`src/rtl/buf_pkg.sv`:
```
// buf_pkg
//   Shared types and helpers for dual_mode_buffer and ring_ptr.
//   - buf_mode_e : buffer ordering (FIFO queue / LIFO stack)
//   - ptr_w      : pointer width for a given depth
//   - cnt_w      : occupancy counter width for a given depth (holds 0..depth)
//   - ptr_inc    : pointer increment, wraps depth-1 -> 0
//   - ptr_dec    : pointer decrement, wraps 0 -> depth-1
package buf_pkg;

  typedef enum logic {
    BUF_FIFO = 1'b0,
    BUF_LIFO = 1'b1
  } buf_mode_e;

  function automatic int ptr_w(input int depth);
    return (depth > 2) ? $clog2(depth) : 1;
  endfunction

  function automatic int cnt_w(input int depth);
    return $clog2(depth + 1);
  endfunction

  // Depth need not be a power of two, so wrap explicitly instead of
  // relying on natural overflow of the pointer bits.
  function automatic int ptr_inc(input int p, input int depth);
    return (p >= depth - 1) ? 0 : p + 1;
  endfunction

  function automatic int ptr_dec(input int p, input int depth);
    return (p == 0) ? depth - 1 : p - 1;
  endfunction

endpackage

```
`src/rtl/ring_ptr.sv`:
```
// ring_ptr
//   Wrapping pointer register over 0..DEPTH-1 with increment, decrement and
//   hold. Asserting inc and dec together holds the pointer.
// Ports
//   clk  in   clock, rising edge
//   rst  in   asynchronous reset, active-high (pointer -> 0)
//   inc  in   advance pointer by one (wraps DEPTH-1 -> 0)
//   dec  in   retreat pointer by one (wraps 0 -> DEPTH-1)
//   ptr  out  current pointer value
module ring_ptr
  import buf_pkg::*;
#(
  parameter int DEPTH = 5,
  parameter int PW    = ptr_w(DEPTH)
) (
  input  logic          clk,
  input  logic          rst,
  input  logic          inc,
  input  logic          dec,
  output logic [PW-1:0] ptr
);

  logic [PW-1:0] ptr_nxt;

  always_comb begin
    ptr_nxt = ptr;
    if (inc && !dec) begin
      ptr_nxt = PW'(ptr_inc(int'(ptr), DEPTH));
    end else if (dec && !inc) begin
      ptr_nxt = PW'(ptr_dec(int'(ptr), DEPTH));
    end
  end

  always_ff @(posedge clk or posedge rst) begin
    if (rst) begin
      ptr <= '0;
    end else begin
      ptr <= ptr_nxt;
    end
  end

endmodule

```
`src/rtl/dual_mode_buffer.sv`:
```
// dual_mode_buffer
//   Storage buffer of DEPTH entries (any DEPTH >= 2), selectable at runtime as
//   FIFO (queue) or LIFO (stack). The ordering mode is captured only while the
//   buffer is empty. head is a registered copy of the post-edge front entry.
// Ports
//   clk           in   clock, rising edge
//   rst           in   asynchronous reset, active-high
//   entry         in   data to store
//   insert        in   store entry this cycle
//   pop           in   remove current head this cycle
//   mode          in   0 = FIFO, 1 = LIFO (sampled only while empty)
//   head          out  registered front (FIFO oldest / LIFO newest)
//   full          out  count == DEPTH
//   empty         out  count == 0
//   count         out  occupancy
//   almost_full   out  count >= AF_THRESH
//   almost_empty  out  count <= AE_THRESH
//   overflow      out  (DUAL_BUF_ERR_EN only) sticky: insert while full, no pop
//   underflow     out  (DUAL_BUF_ERR_EN only) sticky: pop while empty
// Configuration
//   DUAL_BUF_ERR_EN : when defined, adds the sticky overflow/underflow flags.
module dual_mode_buffer
  import buf_pkg::*;
#(
  parameter int DATA_WIDTH = 8,
  parameter int DEPTH      = 5,
  parameter int AF_THRESH  = DEPTH - 1,
  parameter int AE_THRESH  = 1
) (
  input  logic                      clk,
  input  logic                      rst,
  input  logic [DATA_WIDTH-1:0]     entry,
  input  logic                      insert,
  input  logic                      pop,
  input  logic                      mode,
  output logic [DATA_WIDTH-1:0]     head,
  output logic                      full,
  output logic                      empty,
  output logic [cnt_w(DEPTH)-1:0]   count,
  output logic                      almost_full,
  output logic                      almost_empty
`ifdef DUAL_BUF_ERR_EN
  ,
  output logic                      overflow,
  output logic                      underflow
`endif
);

  localparam int PW = ptr_w(DEPTH);
  localparam int CW = cnt_w(DEPTH);

  logic [DATA_WIDTH-1:0] mem [DEPTH];

  logic [PW-1:0]         wr_ptr;
  logic [PW-1:0]         rd_ptr;
  logic [PW-1:0]         wr_prev;
  logic [PW-1:0]         waddr;
  logic [PW-1:0]         front_addr;
  logic [CW-1:0]         count_q;
  logic [CW-1:0]         count_nxt;
  logic [DATA_WIDTH-1:0] head_nxt;
  buf_mode_e             mode_q;
  buf_mode_e             mode_cur;
  logic                  is_empty;
  logic                  is_full;
  logic                  can_pop;
  logic                  do_ins;
  logic                  do_pop;
  logic                  do_both;
  logic                  wr_en;
  logic                  wr_inc;
  logic                  wr_dec;
  logic                  rd_inc;
  logic                  head_upd;

  ring_ptr #(.DEPTH(DEPTH), .PW(PW)) u_wr_ptr (
    .clk (clk),
    .rst (rst),
    .inc (wr_inc),
    .dec (wr_dec),
    .ptr (wr_ptr)
  );

  ring_ptr #(.DEPTH(DEPTH), .PW(PW)) u_rd_ptr (
    .clk (clk),
    .rst (rst),
    .inc (rd_inc),
    .dec (1'b0),
    .ptr (rd_ptr)
  );

  // Operation decode. While empty the incoming mode applies; it only matters
  // for an insert, which behaves the same in both modes.
  always_comb begin
    is_empty  = (count_q == '0);
    is_full   = (count_q == CW'(DEPTH));
    mode_cur  = is_empty ? buf_mode_e'(mode) : mode_q;
    can_pop   = pop && !is_empty;
    do_both   = insert && can_pop;
    do_ins    = insert && !can_pop && !is_full;
    do_pop    = can_pop && !insert;
    wr_en     = do_ins || do_both;
    wr_prev   = PW'(ptr_dec(int'(wr_ptr), DEPTH));
    // LIFO insert+pop overwrites the top of stack in place.
    waddr     = (do_both && mode_cur == BUF_LIFO) ? wr_prev : wr_ptr;
    wr_inc    = do_ins || (do_both && mode_cur == BUF_FIFO);
    wr_dec    = do_pop && mode_cur == BUF_LIFO;
    rd_inc    = can_pop && mode_cur == BUF_FIFO;
    head_upd  = wr_en || can_pop;
    count_nxt = count_q;
    if (do_ins) begin
      count_nxt = count_q + 1'b1;
    end else if (do_pop) begin
      count_nxt = count_q - 1'b1;
    end
  end

  // Post-edge front. If the front slot is the one being written this edge,
  // forward entry so head reflects the insert with one cycle of latency.
  always_comb begin
    if (mode_cur == BUF_FIFO) begin
      front_addr = rd_inc ? PW'(ptr_inc(int'(rd_ptr), DEPTH)) : rd_ptr;
    end else if (wr_dec) begin
      front_addr = PW'(ptr_dec(int'(wr_prev), DEPTH));
    end else if (do_ins) begin
      front_addr = wr_ptr;
    end else begin
      front_addr = wr_prev;
    end
    head_nxt = head;
    if (count_nxt != '0) begin
      head_nxt = (wr_en && front_addr == waddr) ? entry : mem[front_addr];
    end
  end

  always_ff @(posedge clk or posedge rst) begin
    if (rst) begin
      count_q <= '0;
      mode_q  <= BUF_FIFO;
      head    <= '0;
    end else begin
      count_q <= count_nxt;
      if (is_empty) begin
        mode_q <= buf_mode_e'(mode);
      end
      if (head_upd) begin
        head <= head_nxt;
      end
    end
  end

  // Storage is deliberately not reset.
  always_ff @(posedge clk) begin
    if (wr_en) begin
      mem[waddr] <= entry;
    end
  end

  assign count        = count_q;
  assign full         = is_full;
  assign empty        = is_empty;
  assign almost_full  = (int'(count_q) >= AF_THRESH);
  assign almost_empty = (int'(count_q) <= AE_THRESH);

`ifdef DUAL_BUF_ERR_EN
  always_ff @(posedge clk or posedge rst) begin
    if (rst) begin
      overflow  <= 1'b0;
      underflow <= 1'b0;
    end else begin
      if (insert && is_full && !pop) begin
        overflow <= 1'b1;
      end
      if (pop && is_empty) begin
        underflow <= 1'b1;
      end
    end
  end
`endif

endmodule

```
`config.mk`:
```
export PLATFORM = sky130hd
export DESIGN_NAME = dual_mode_buffer
export DESIGN_NICKNAME = d
export VERILOG_FILES = /design/src/rtl/buf_pkg.sv /design/src/rtl/ring_ptr.sv /design/src/rtl/dual_mode_buffer.sv
export SDC_FILE = /design/constraint.sdc
export NUM_CORES = 1
export LEC_CHECK = 0
export BUFFER_PORTS_ARGS = -buffer_cell sky130_fd_sc_hd__buf_2
export CAP_MARGIN = 20
export CORE_MARGIN = 1
export CORE_UTILIZATION = 60
export CTS_BUF_LIST = sky130_fd_sc_hd__clkbuf_4
export DETAILED_ROUTE_END_ITERATION = 8
export PLACE_DENSITY = 0.84
export SETUP_SLACK_MARGIN = 0.1
export SYNTH_ARGS = -nofsm -noshare
export SYNTH_HDL_FRONTEND = slang
export SYNTH_SLANG_ARGS = --single-unit
```
`constraint.sdc`:
```
create_clock -name clk -period 8.52 [get_ports clk]
set_input_delay 1.704 -clock clk [delete_from_list [all_inputs] [get_ports clk]]
set_output_delay 1.704 -clock clk [all_outputs]
set_load 0.005 [all_outputs]
```
; Word level (Yosys, flattened, before mapping)
; Memories as Yosys holds them, arrays and structs flattened. A register that Yosys moved wholly into a read port is not among the register bits.
; Index checks and enable logic that the tools add are counted.
[word_totals]
mem_bits_ro = 0
latch_bits = 0
n_memories = 1
regBits = 10
mem_bits_rw = 40
inputBits = 13
[memory_table]
columns = memory, depth, width, read_ports, rd_ports_with_merged_regs, write_ports, line_no
row1 = mem, 5, 8, 1, 1, 1, dual_mode_buffer.sv:52  ; logic [DATA_WIDTH-1:0] mem [DEPTH];
[classes]
eq_ne = 1
n_reduce_logical = 26
div = 0
mul = 0
addsub = 6
shift = 0
bitwise = 1
magnitude_cmp = 4
muxes = 16
[op_table]
columns = op, n
row1 = 3-bit two-way mux, 13
row2 = 1-bit logical AND, 11
row3 = 3-bit by 1-bit adder with 3-bit output (second input constant), 3
row4 = 3-bit greater-or-equal comparator (second input constant), 3
row5 = 3-bit logical NOT, 3
row6 = 3-bit by 1-bit subtractor with 3-bit output (second input constant), 3
row7 = 1-bit logical NOT, 6
row8 = 3-bit equality test (second input constant), 1
row9 = 3-bit by 1-bit <= comparator with 1-bit output (second input constant), 1
row10 = 1-bit logical OR, 3
row11 = 1-bit two-way mux, 3
row12 = 3-bit nonzero test, 1
row13 = 2-bit AND reduction, 1
row14 = 2-bit nonzero test, 1
row15 = 1-bit NOT, 1

; Longest topological paths before layout
; Gate-level depths: netlist (run 1).
[depth]
ltp_word = 11
depth_mapped = 13
depth_no_buf = 12

; By module
; A second synthesis (run 1) with hierarchy kept.
[hier_totals]
cells_unflattened = 299
area_unflattened_um2 = 3296.9
[modules_own_cells]
columns = mod, cells_per_inst, instances, seq_area_each_um2, area_each_um2
row1 = dual_mode_buffer, 251, 1, 1501.4, 2841.5
row2 = ring_ptr, 24, 2, 75.1, 227.7

; Worst setup path before layout (run 1)
; OpenSTA, ideal clock, no wires.
[synth_timing]
path_kind = input port to flip-flop
startpoint = input pop
endpoint = register head[2], read port of mem
n_path_buf = 2
required_ps = 8378
arrival_time_ps = 3900
slack_ps = 4478
cell_stages = 10
cell_sequence = buf_2 > inv_1 > nor3_2 > mux2_2 > o32ai_4 > xnor2_1 > or4_1 > buf_6 > nor2_2 > o31ai_1
[synth_via]
elab_chain_len = 7
word_cells_on_any_way = 18
classes_between = 6 x mux / 12 x reduce/logical
[synth_lines]
columns = item, line_no
row1 = "start, declared", dual_mode_buffer.sv:34  ; input logic pop,
row2 = 1-bit logical AND (*), dual_mode_buffer.sv:98  ; can_pop = pop && !is_empty;
row3 = 1-bit logical NOT, dual_mode_buffer.sv:100  ; do_ins = insert && !can_pop && !is_full;
row4 = 1-bit logical AND (2 in a row), dual_mode_buffer.sv:100
row5 = 3-bit two-way mux (tied with other cells), dual_mode_buffer.sv:111  ; if (do_ins) begin
row6 = 3-bit nonzero test (tied with other cells), dual_mode_buffer.sv:131  ; if (count_nxt != '0) begin
row7 = 2-bit AND reduction (no source line) / 3-bit two-way mux (equally long branches), --
row8 = "end, declared", dual_mode_buffer.sv:36  ; output logic [DATA_WIDTH-1:0] head,
; Mark *: on every way between the ends. The rest lies on a longest branch, timed or not.
; A chain may end at the register's enable or synchronous reset.

; Worst setup path after layout (run 1)
[layout_timing]
startpoint = input pop
endpoint = register head[0], read port of mem
; The elaborated chain is that of the path after synthesis.

==> impl_summary.txt, run 1 <==
----------------------------------------------------
[Status]
  Outcome ... finished clean

[Synth]
  Number of cells produced by synthesis ... 251
  Post-synthesis register bit count ... 58
  Average size of a mapped cell ... 12.36 µm²
  EDFF count, synth ... 40
  Syn Nets ... 275
  Netlist area before placement ... 3103 µm²
  Prevailing post-synth register cell ... sky130_fd_sc_hd__edfxtp_1
  Post-synth ARST share ... 31.03%
  Post-synth cell types ... 55
  Sequential cell area fraction in the yosys report ... 53.23%
  Count of yosys warnings during synthesis ... 0

[Clocking]
  Resize count post-CTS ... 0
  Count of hold-fix buffers inserted at cts ... 0
  Clock transition at the registers of the reported paths ... 0.09 ns
  Maximum root-to-sink buffer count ... 2
  H-tree lvl count ... 3
  Number of buffers created by CTS ... 9
  Post-CTS setup buffer count ... 0
  Clock Root Buffer ... sky130_fd_sc_hd__clkbuf_4
  TritonCTS clock tree ... built
  Worst-skew pair later-pin latency ... 0.39 ns
  CTS Sinks ... 58

[STA]
  Portion of the clock cycle consumed by the worst path in the final layout ... 47.13%
  Final Max Slew Viols ... 0
  Summed negative setup slack over all endpoints ... 0 ns
  Top achievable clock speed ... 249.0 MHz
  Final hold violation count ... 0
  Normalized max-slew margin ... 32.15%
  Final Setup Violations ... 0
  Time the final worst path needs with I/O delays and setup ... 4.015 ns
  Hold WS ... 0.4769 ns
  Transition at the pin with the smallest max-transition slack ... 1.010 ns
  Clock skew ... 0.01628 ns
  Setup repair after global routing missed its margin ... false

[Routing]
  Via count normalized by instance count ... 5.887
  Total detailed-routing wirelength ... 5667 µm
  Overall via count from detail_route ... 2090
  Count of nets left with antenna violations after detail routing ... 0
  Number of DRC markers in iteration 0 ... 125
  Pre-antenna DRT Iters ... 4
  Wirelength per Cell ... 15.96 µm
  DRC violation count after routing ... 0

[Power and ir drop]
  Internal Dissipation ... 0.7961 mW
  Net Sw Frac ... 41.12%
  Ratio of total power to cell area ... 395.6 nW/µm²
  Lkg Pwr ... 1.367 nW
  Clock share of power ... 13.9%
  Comb power frac ... 53.9%
  IR Drop Worst-Case VDD ... 0.0001657 V
  Net switching component of the power ... 0.5561 mW
  Sequential share of power ... 32.2%

[Setup path]
  Reg2reg path depth ... 12
  Worst Setup End Kind ... flop
  Chain of cells forming the critical path ... buf_2, inv_1, nor3_2, mux2_2, o32ai_4, xnor2_1, or4_1, nor2_2, o31ai_1
  Setup crit start kind ... input pin
  CP max-delay cell ... sky130_fd_sc_hd__or4_1
  Crit path DAT ... 4.28 ns
  R2r setup slk ... 4.72 ns
  Data required, critical path ... 8.79 ns
  Type of the setup path with the least slack ... input pin to flop
  Delay-heaviest family, CP ... simple AND/OR/NAND/NOR gates
  Crit Path Max Fanout ... 10
  Critical register-to-register path endpoint ... head[0]$_DFFE_PP0P_
  Number of buffer and inverter instances along the worst setup path ... 2
  Start point of the critical path ... pop
  Delay contributed by the slowest stage of the critical path ... 0.76 ns
  Reg-to-reg startpoint ... u_wr_ptr.ptr[0]$_DFFE_PP0P_

[GRT]
  Vias in the first global route ... 1951
  Antenna violations before repair ... 0
  Maximum number of pins on one net before global-route repair ... 19
  Final global-route overflow total ... 0
  Global-route wire length before repair ... 9301 µm
  Overall fraction of global-route tracks in use ... 24.07%

[Die]
  Die Span X ... 73.92 µm
  Die outline height ... 73.92 µm
  Core region area ... 4848 µm²
  Initial core utilization ... 64.00%
  Number of primary I/O pins ... 28
  Die Area ... 5463 µm²
  Floorplan row count ... 25

[Cells and area]
  Post-route core utilization ... 70.50%
  Commonest non-fill, non-tap cells in the layout ... 40 x sky130_fd_sc_hd__edfxtp_1, 27 x sky130_fd_sc_hd__buf_2, 18 x sky130_fd_sc_hd__nand2_1, 18 x sky130_fd_sc_hd__dfrtp_1, 16 x sky130_fd_sc_hd__a21oi_1
  Net count, final ... 307
  Layout overhead on the synthesized area ... 10.16%
  Count of inserted antenna diode cells ... 0
  Commonest non-fill, non-tap cell in the layout ... sky130_fd_sc_hd__edfxtp_1
  Layout cells sized above 1 ... 22.22%

[Hold path]
  Hold path depth ... 2
  Class of the tightest hold or removal check ... flop to flop
  Hold Crit Endpoint ... head[3]$_DFFE_PP0P_
  Hold Startpoint ... head[3]$_DFFE_PP0P_

[Flow run]
  Max Cap Violations ... 0

[Placement]
  Dpl hpwl ... 4203 µm
  Placer Congestion ... 0.7959
  Count of buffers inserted at the top-level ports ... 27

----------------------------------------------------
cell usage after synthesis, drive strengths merged, types with 2 or more instances:
master	count	area [µm²]
xor2	2	17.52
a21oi	16	80.08
mux2	4	45.04
nand2	18	67.56
a22oi	2	15.01
clkbuf	2	7.510
o21ai	7	42.54
and3	3	18.77
a211oi	9	67.56
o21a	2	15.01
nor3	4	25.02
inv	14	55.06
o22ai	3	18.77
nand4	2	12.51
o221ai	2	17.52
dfrtp	18	450.4
xnor2	3	26.28
a21o	3	22.52
nand2b	5	31.28
nor2	21	98.85
nor2b	5	31.28
edfxtp	40	1201
nor4	2	27.53
mux4	7	183.9
buf	5	36.28
mux2i	5	62.56
ha	11	137.6
and2	9	56.30
o31ai	8	60.06
nand3	2	10.01
worst min-delay path: stages (launching register included):
cell                      delay, ns
sky130_fd_sc_hd__dfrtp_1       0.35
sky130_fd_sc_hd__nand2_1       0.05
sky130_fd_sc_hd__o31ai_1       0.05
how the worst max path moves through the flow:
stage                                      to  slack (ns)  cells past startpoint
after floorplan           head[2]$_DFFE_PP0P_        4.48                     10
after global placement    head[0]$_DFFE_PP0P_        4.14                      9
after detailed placement  head[7]$_DFFE_PP0P_        4.06                      9
after CTS                 head[0]$_DFFE_PP0P_        4.48                      9
after global routing      head[0]$_DFFE_PP0P_        4.34                      9
final                     head[0]$_DFFE_PP0P_        4.50                      9
cell families after synthesis:
logic type | share of synthesized area [%]
multiplexers | 9.395
AND/OR/NAND/NOR | 13.71
AO/OA/AOI/OAI | 14.36
flip-flops | 53.23
buffers and inverters | 3.468
XOR/XNOR | 1.412
adder cells (fa/ha/maj) | 4.435
power groups by stage:
stage                     Sequential (mW)  Combinational (mW)  Clock (mW)
after CTS                           0.436               0.725       0.193
after global routing                0.446               0.810       0.205
after detailed placement            0.442               0.723           0
after global placement              0.438               0.702           0
final                               0.435               0.729       0.188
after floorplan                     0.429               0.577           0
registers in the layout, summed over array words and instances, names as in the netlist:
register / count
mode_q: 1
u_rd_ptr.ptr: 3
u_wr_ptr.ptr: 3
head: 8
count: 3
mem: 40
through the flow:
step	instances	setup slack [ns]	instance area, µm²	power (mW)
5_1_grt	355	4.337	3418	1.461
3_5_place_dp	338	4.057	3278	1.165
6_report	355	4.505	3418	1.352
4_1_cts	354	4.485	3411	1.354
3_3_place_gp	338	4.139	3278	1.140
2_1_floorplan	251	4.478	3103	1.006
metal layers:
layer	wire (µm)	vias to the layer above	share of wire [%]	track usage, %
met1	2574	986	45	31.61
met2	2635	75	46	35.66
met4	82	0	1.4	13.25
met5	0	-	0	0
met3	374	7	6.6	7.407
li1	-	1022	-	-
layout make-up:
| type | count | area (µm²) |
|---|---|---|
| clock buffers | 10 | 75.07 |
| clock inverters | 6 | 57.56 |
| fillers | 342 | 1430 |
| inverters | 15 | 63.81 |
| multi-input cells | 171 | 1344 |
| flip-flops and latches | 58 | 1652 |
| well taps | 67 | 83.83 |
| repair buffers | 28 | 142.6 |
No activity file was read; power rests on OpenSTA's default activity.
==> inputs of run 2 (changes only) <==
--- a/config.mk
+++ b/config.mk
@@ -8,10 +8,10 @@
 export BUFFER_PORTS_ARGS = -buffer_cell sky130_fd_sc_hd__buf_2
 export CAP_MARGIN = 20
 export CORE_MARGIN = 1
-export CORE_UTILIZATION = 60
+export CORE_UTILIZATION = 56
 export CTS_BUF_LIST = sky130_fd_sc_hd__clkbuf_4
 export DETAILED_ROUTE_END_ITERATION = 8
-export PLACE_DENSITY = 0.84
+export PLACE_DENSITY = 0.83
 export SETUP_SLACK_MARGIN = 0.1
 export SYNTH_ARGS = -nofsm -noshare
 export SYNTH_HDL_FRONTEND = slang
==> constraint.sdc (replaced) <==
create_clock -name clk -period 3.26 [get_ports clk]
set_input_delay 0.652 -clock clk [delete_from_list [all_inputs] [get_ports clk]]
set_output_delay 0.652 -clock clk [all_outputs]
set_load 0.005 [all_outputs]
==> impl_summary.txt, run 2 (same netlist as run 1, synthesis figures left out) <==
----------------------------------------------------
[GRT]
  Global-route wire length before repair ... 10580 µm (+14%)
  Vias in the first global route ... 2206 (+13%)
  Maximum number of pins on one net before global-route repair ... 19 (unchanged)
  Final global-route overflow total ... 0 (unchanged)
  Overall fraction of global-route tracks in use ... 24.48% (+0.42 points)
  Antenna violations before repair ... 0 (unchanged)

[Clocking]
  CTS Sinks ... 58 (unchanged)
  Count of hold-fix buffers inserted at cts ... 0 (unchanged)
  Clock Root Buffer ... sky130_fd_sc_hd__clkbuf_4
  H-tree lvl count ... 3 (unchanged)
  Number of buffers created by CTS ... 9 (unchanged)
  Maximum root-to-sink buffer count ... 2 (unchanged)
  Clock transition at the registers of the reported paths ... 0.11 ns (+0.02 ns)
  TritonCTS clock tree ... built
  Worst-skew pair later-pin latency ... 0.40 ns (about the same)

[Placement]
  Placer Congestion ... 0.7996 (+0.46%)
  Cell count after placement ... 369 (+9.2%)
  Count of buffers inserted at the top-level ports ... 27 (unchanged)
  Dpl hpwl ... 4591 µm (+9.2%)
  Post-Place Cell Area ... 3515 µm² (+7.2%)

[Routing]
  Number of DRC markers in iteration 0 ... 134 (+7.2%)
  Total detailed-routing wirelength ... 6843 µm (+21%)
  Via count normalized by instance count ... 5.886 (about the same)
  Overall via count from detail_route ... 2278 (+9.0%)
  Count of nets left with antenna violations after detail routing ... 0 (unchanged)
  Wirelength per Cell ... 17.68 µm (+11%)
  DRC violation count after routing ... 0 (unchanged)
  Pre-antenna DRT Iters ... 4 (unchanged)

[Cells and area]
  Count of inserted antenna diode cells ... 0 (unchanged)
  Flip-flop count of the largest register, all copies and words added ... 40 (unchanged)
  Commonest non-fill, non-tap cell in the layout ... sky130_fd_sc_hd__edfxtp_1
  Net count, final ... 336 (+9.4%)
  Area occupied by multi-input gates ... 1438 µm² (+7.0%)
  Non-filler instance count after layout ... 387 (+9.0%)
  Largest register by flop count ... mem
  Fill count ... 336 (-1.8%)
  Layout cells sized above 1 ... 34.07% (+12 points)
  Largest regs ... mem: 40 flops, head: 8 flops
  Layout overhead on the synthesized area ... 21.77%
  Commonest non-fill, non-tap cells in the layout ... 40 x sky130_fd_sc_hd__edfxtp_1, 28 x sky130_fd_sc_hd__buf_4, 27 x sky130_fd_sc_hd__buf_2, 18 x sky130_fd_sc_hd__nand2_1, 17 x sky130_fd_sc_hd__dfrtp_1
  Area used by sequential logic in the layout ... 1653 µm² (about the same)
  Final design instance area without fill ... 3779 µm² (+11%)

[Setup path]
  Setup crit start kind ... flop
  Data required, critical path ... 3.54 ns (-5.25 ns)
  Number of buffer and inverter instances along the worst setup path ... 3 (+1)
  Crit path DAT ... 3.37 ns (-0.91 ns)
  Type of the setup path with the least slack ... flop to flop
  Crit Path Max Fanout ... 10 (unchanged)
  CP max-delay cell ... sky130_fd_sc_hd__or4_4
  Delay-heaviest family, CP ... simple AND/OR/NAND/NOR gates
  Delay contributed by the slowest stage of the critical path ... 0.52 ns (-0.24 ns)
  Chain of cells forming the critical path ... inv_2, ha_4, nor3_1, a21o_1, ha_1, or3_4, o21ai_4, o32ai_4, buf_12, xnor2_2, or4_4, buf_8, nor2_2, o31ai_1
  Worst Setup End Kind ... flop

[Die]
  Die Span X ... 76.44 µm (+3.4%)
  Die outline height ... 76.44 µm (+3.4%)
  Die Area ... 5843 µm² (+6.9%)
  Initial core utilization ... 59.25% (-4.8 points)
  Number of primary I/O pins ... 28 (unchanged)
  Floorplan row count ... 26 (+4.0%)
  Core region area ... 5238 µm² (+8.0%)

[STA]
  Summed negative setup slack over all endpoints ... 0 ns (unchanged)
  Hold WS ... 0.3705 ns (-0.1064 ns)
  Final Setup Violations ... 0 (unchanged)
  Final Max Slew Viols ... 0 (unchanged)
  Normalized max-slew margin ... 42.97% (+11 points)
  Final hold violation count ... 0 (unchanged)
  Transition at the pin with the smallest max-transition slack ... 0.8465 ns (-0.1635 ns)
  Clock skew ... 0.01298 ns (-0.003301 ns)
  Setup repair after global routing missed its margin ... true
  Portion of the clock cycle consumed by the worst path in the final layout ... 95.06%
  Top achievable clock speed ... 322.7 MHz
  Time the final worst path needs with I/O delays and setup ... 3.099 ns

[Power and ir drop]
  Comb power frac ... 60.2% (+6.3 points)
  Sequential share of power ... 26.1% (-6.1 points)
  Net switching component of the power ... 1.689 mW (+200%)
  Net Sw Frac ... 39.71% (-1.4 points)
  Lkg Pwr ... 1.531 nW (+12%)
  PnR Total Power ... 4.252 mW (+210%)
  Clock share of power ... 13.7% (-0.2 points)
  Internal Dissipation ... 2.564 mW (+220%)
  Ratio of total power to cell area ... 1125 nW/µm² (+180%)
  IR Drop Worst-Case VDD ... 0.0005392 V (+230%)

[Flow run]
  Max Cap Violations ... 0 (unchanged)

[Status]
  Outcome ... finished clean

[Hold path]
  Class of the tightest hold or removal check ... input pin to async pin

----------------------------------------------------
-- run 2: what timing repair did --
item	CTS	global route
pin swaps	3	4
buffers inserted	0	2
endpoints found under the hold margin	0	0
endpoints found under the setup margin	8	8
resized for setup	7	13
-- run 2: metrics by stage --
step / setup slack [ns] / util (%)
finish: 0.1611 / 72.15
detailed placement: -0.02489 / 67.10
global placement: 0.1462 / 67.10
global route: 0.05590 / 72.15
CTS: 0.1077 / 70.64
floorplan: 0.1160 / -
-- run 2: power groups by stage --
stage / Clock (mW) / Sequential [mW] / Combinational (mW)
2_1_floorplan: 0 / 1.12 / 1.53
3_3_place_gp: 0 / 1.11 / 2.26
3_5_place_dp: 0 / 1.12 / 2.34
4_1_cts: 0.591 / 1.11 / 2.39
5_1_grt: 0.622 / 1.13 / 2.76
6_report: 0.583 / 1.11 / 2.56
-- run 2: cell type report --
cell class	instances	share of cell area, %
Tap cell	70	2.318
Multi-Input combinational cell	171	38.05
Inverter	15	1.689
Clock inverter	6	2.152
Clock buffer	10	1.987
Timing Repair Buffer	57	10.07
Sequential cell	58	43.74
-- run 2: path summary, 6_finish.rpt --
path,startpoint,endpoint,slack (ns),cells past startpoint
worst min register to register,head[4]$_DFFE_PP0P_,head[4]$_DFFE_PP0P_,0.49,2
worst max-delay path,u_wr_ptr.ptr[1]$_DFFE_PP0P_,head[5]$_DFFE_PP0P_,0.16,14
worst max register to register,u_wr_ptr.ptr[1]$_DFFE_PP0P_,head[5]$_DFFE_PP0P_,0.16,14
worst min-delay path,rst,u_rd_ptr.ptr[2]$_DFF_PP0_,0.37,2
min in group clk,head[4]$_DFFE_PP0P_,head[4]$_DFFE_PP0P_,0.49,2
max in group asynchronous,rst,count[1]$_DFF_PP0_,2.37,2
-- run 2: layer usage --
layer,track usage (%),share of wire [%],vias up
met1,29.52,41,1107
li1,-,-,1085
met5,0,0,-
met3,4.072,4.4,15
met2,41.53,53,71
met4,14.04,2.2,0
-- run 2: worst reg2reg max path, stage by stage, from the launching register on --
cell and delay, ns:
sky130_fd_sc_hd__dfrtp_1 0.42, sky130_fd_sc_hd__inv_2 0.13, sky130_fd_sc_hd__ha_4 0.18, sky130_fd_sc_hd__nor3_1 0.06, sky130_fd_sc_hd__a21o_1 0.19, sky130_fd_sc_hd__ha_1 0.19, sky130_fd_sc_hd__or3_4 0.36, sky130_fd_sc_hd__o21ai_4 0.18
sky130_fd_sc_hd__o32ai_4 0.12, sky130_fd_sc_hd__buf_12 0.16, sky130_fd_sc_hd__xnor2_2 0.14, sky130_fd_sc_hd__or4_4 0.52, sky130_fd_sc_hd__buf_8 0.17, sky130_fd_sc_hd__nor2_2 0.08, sky130_fd_sc_hd__o31ai_1 0.08
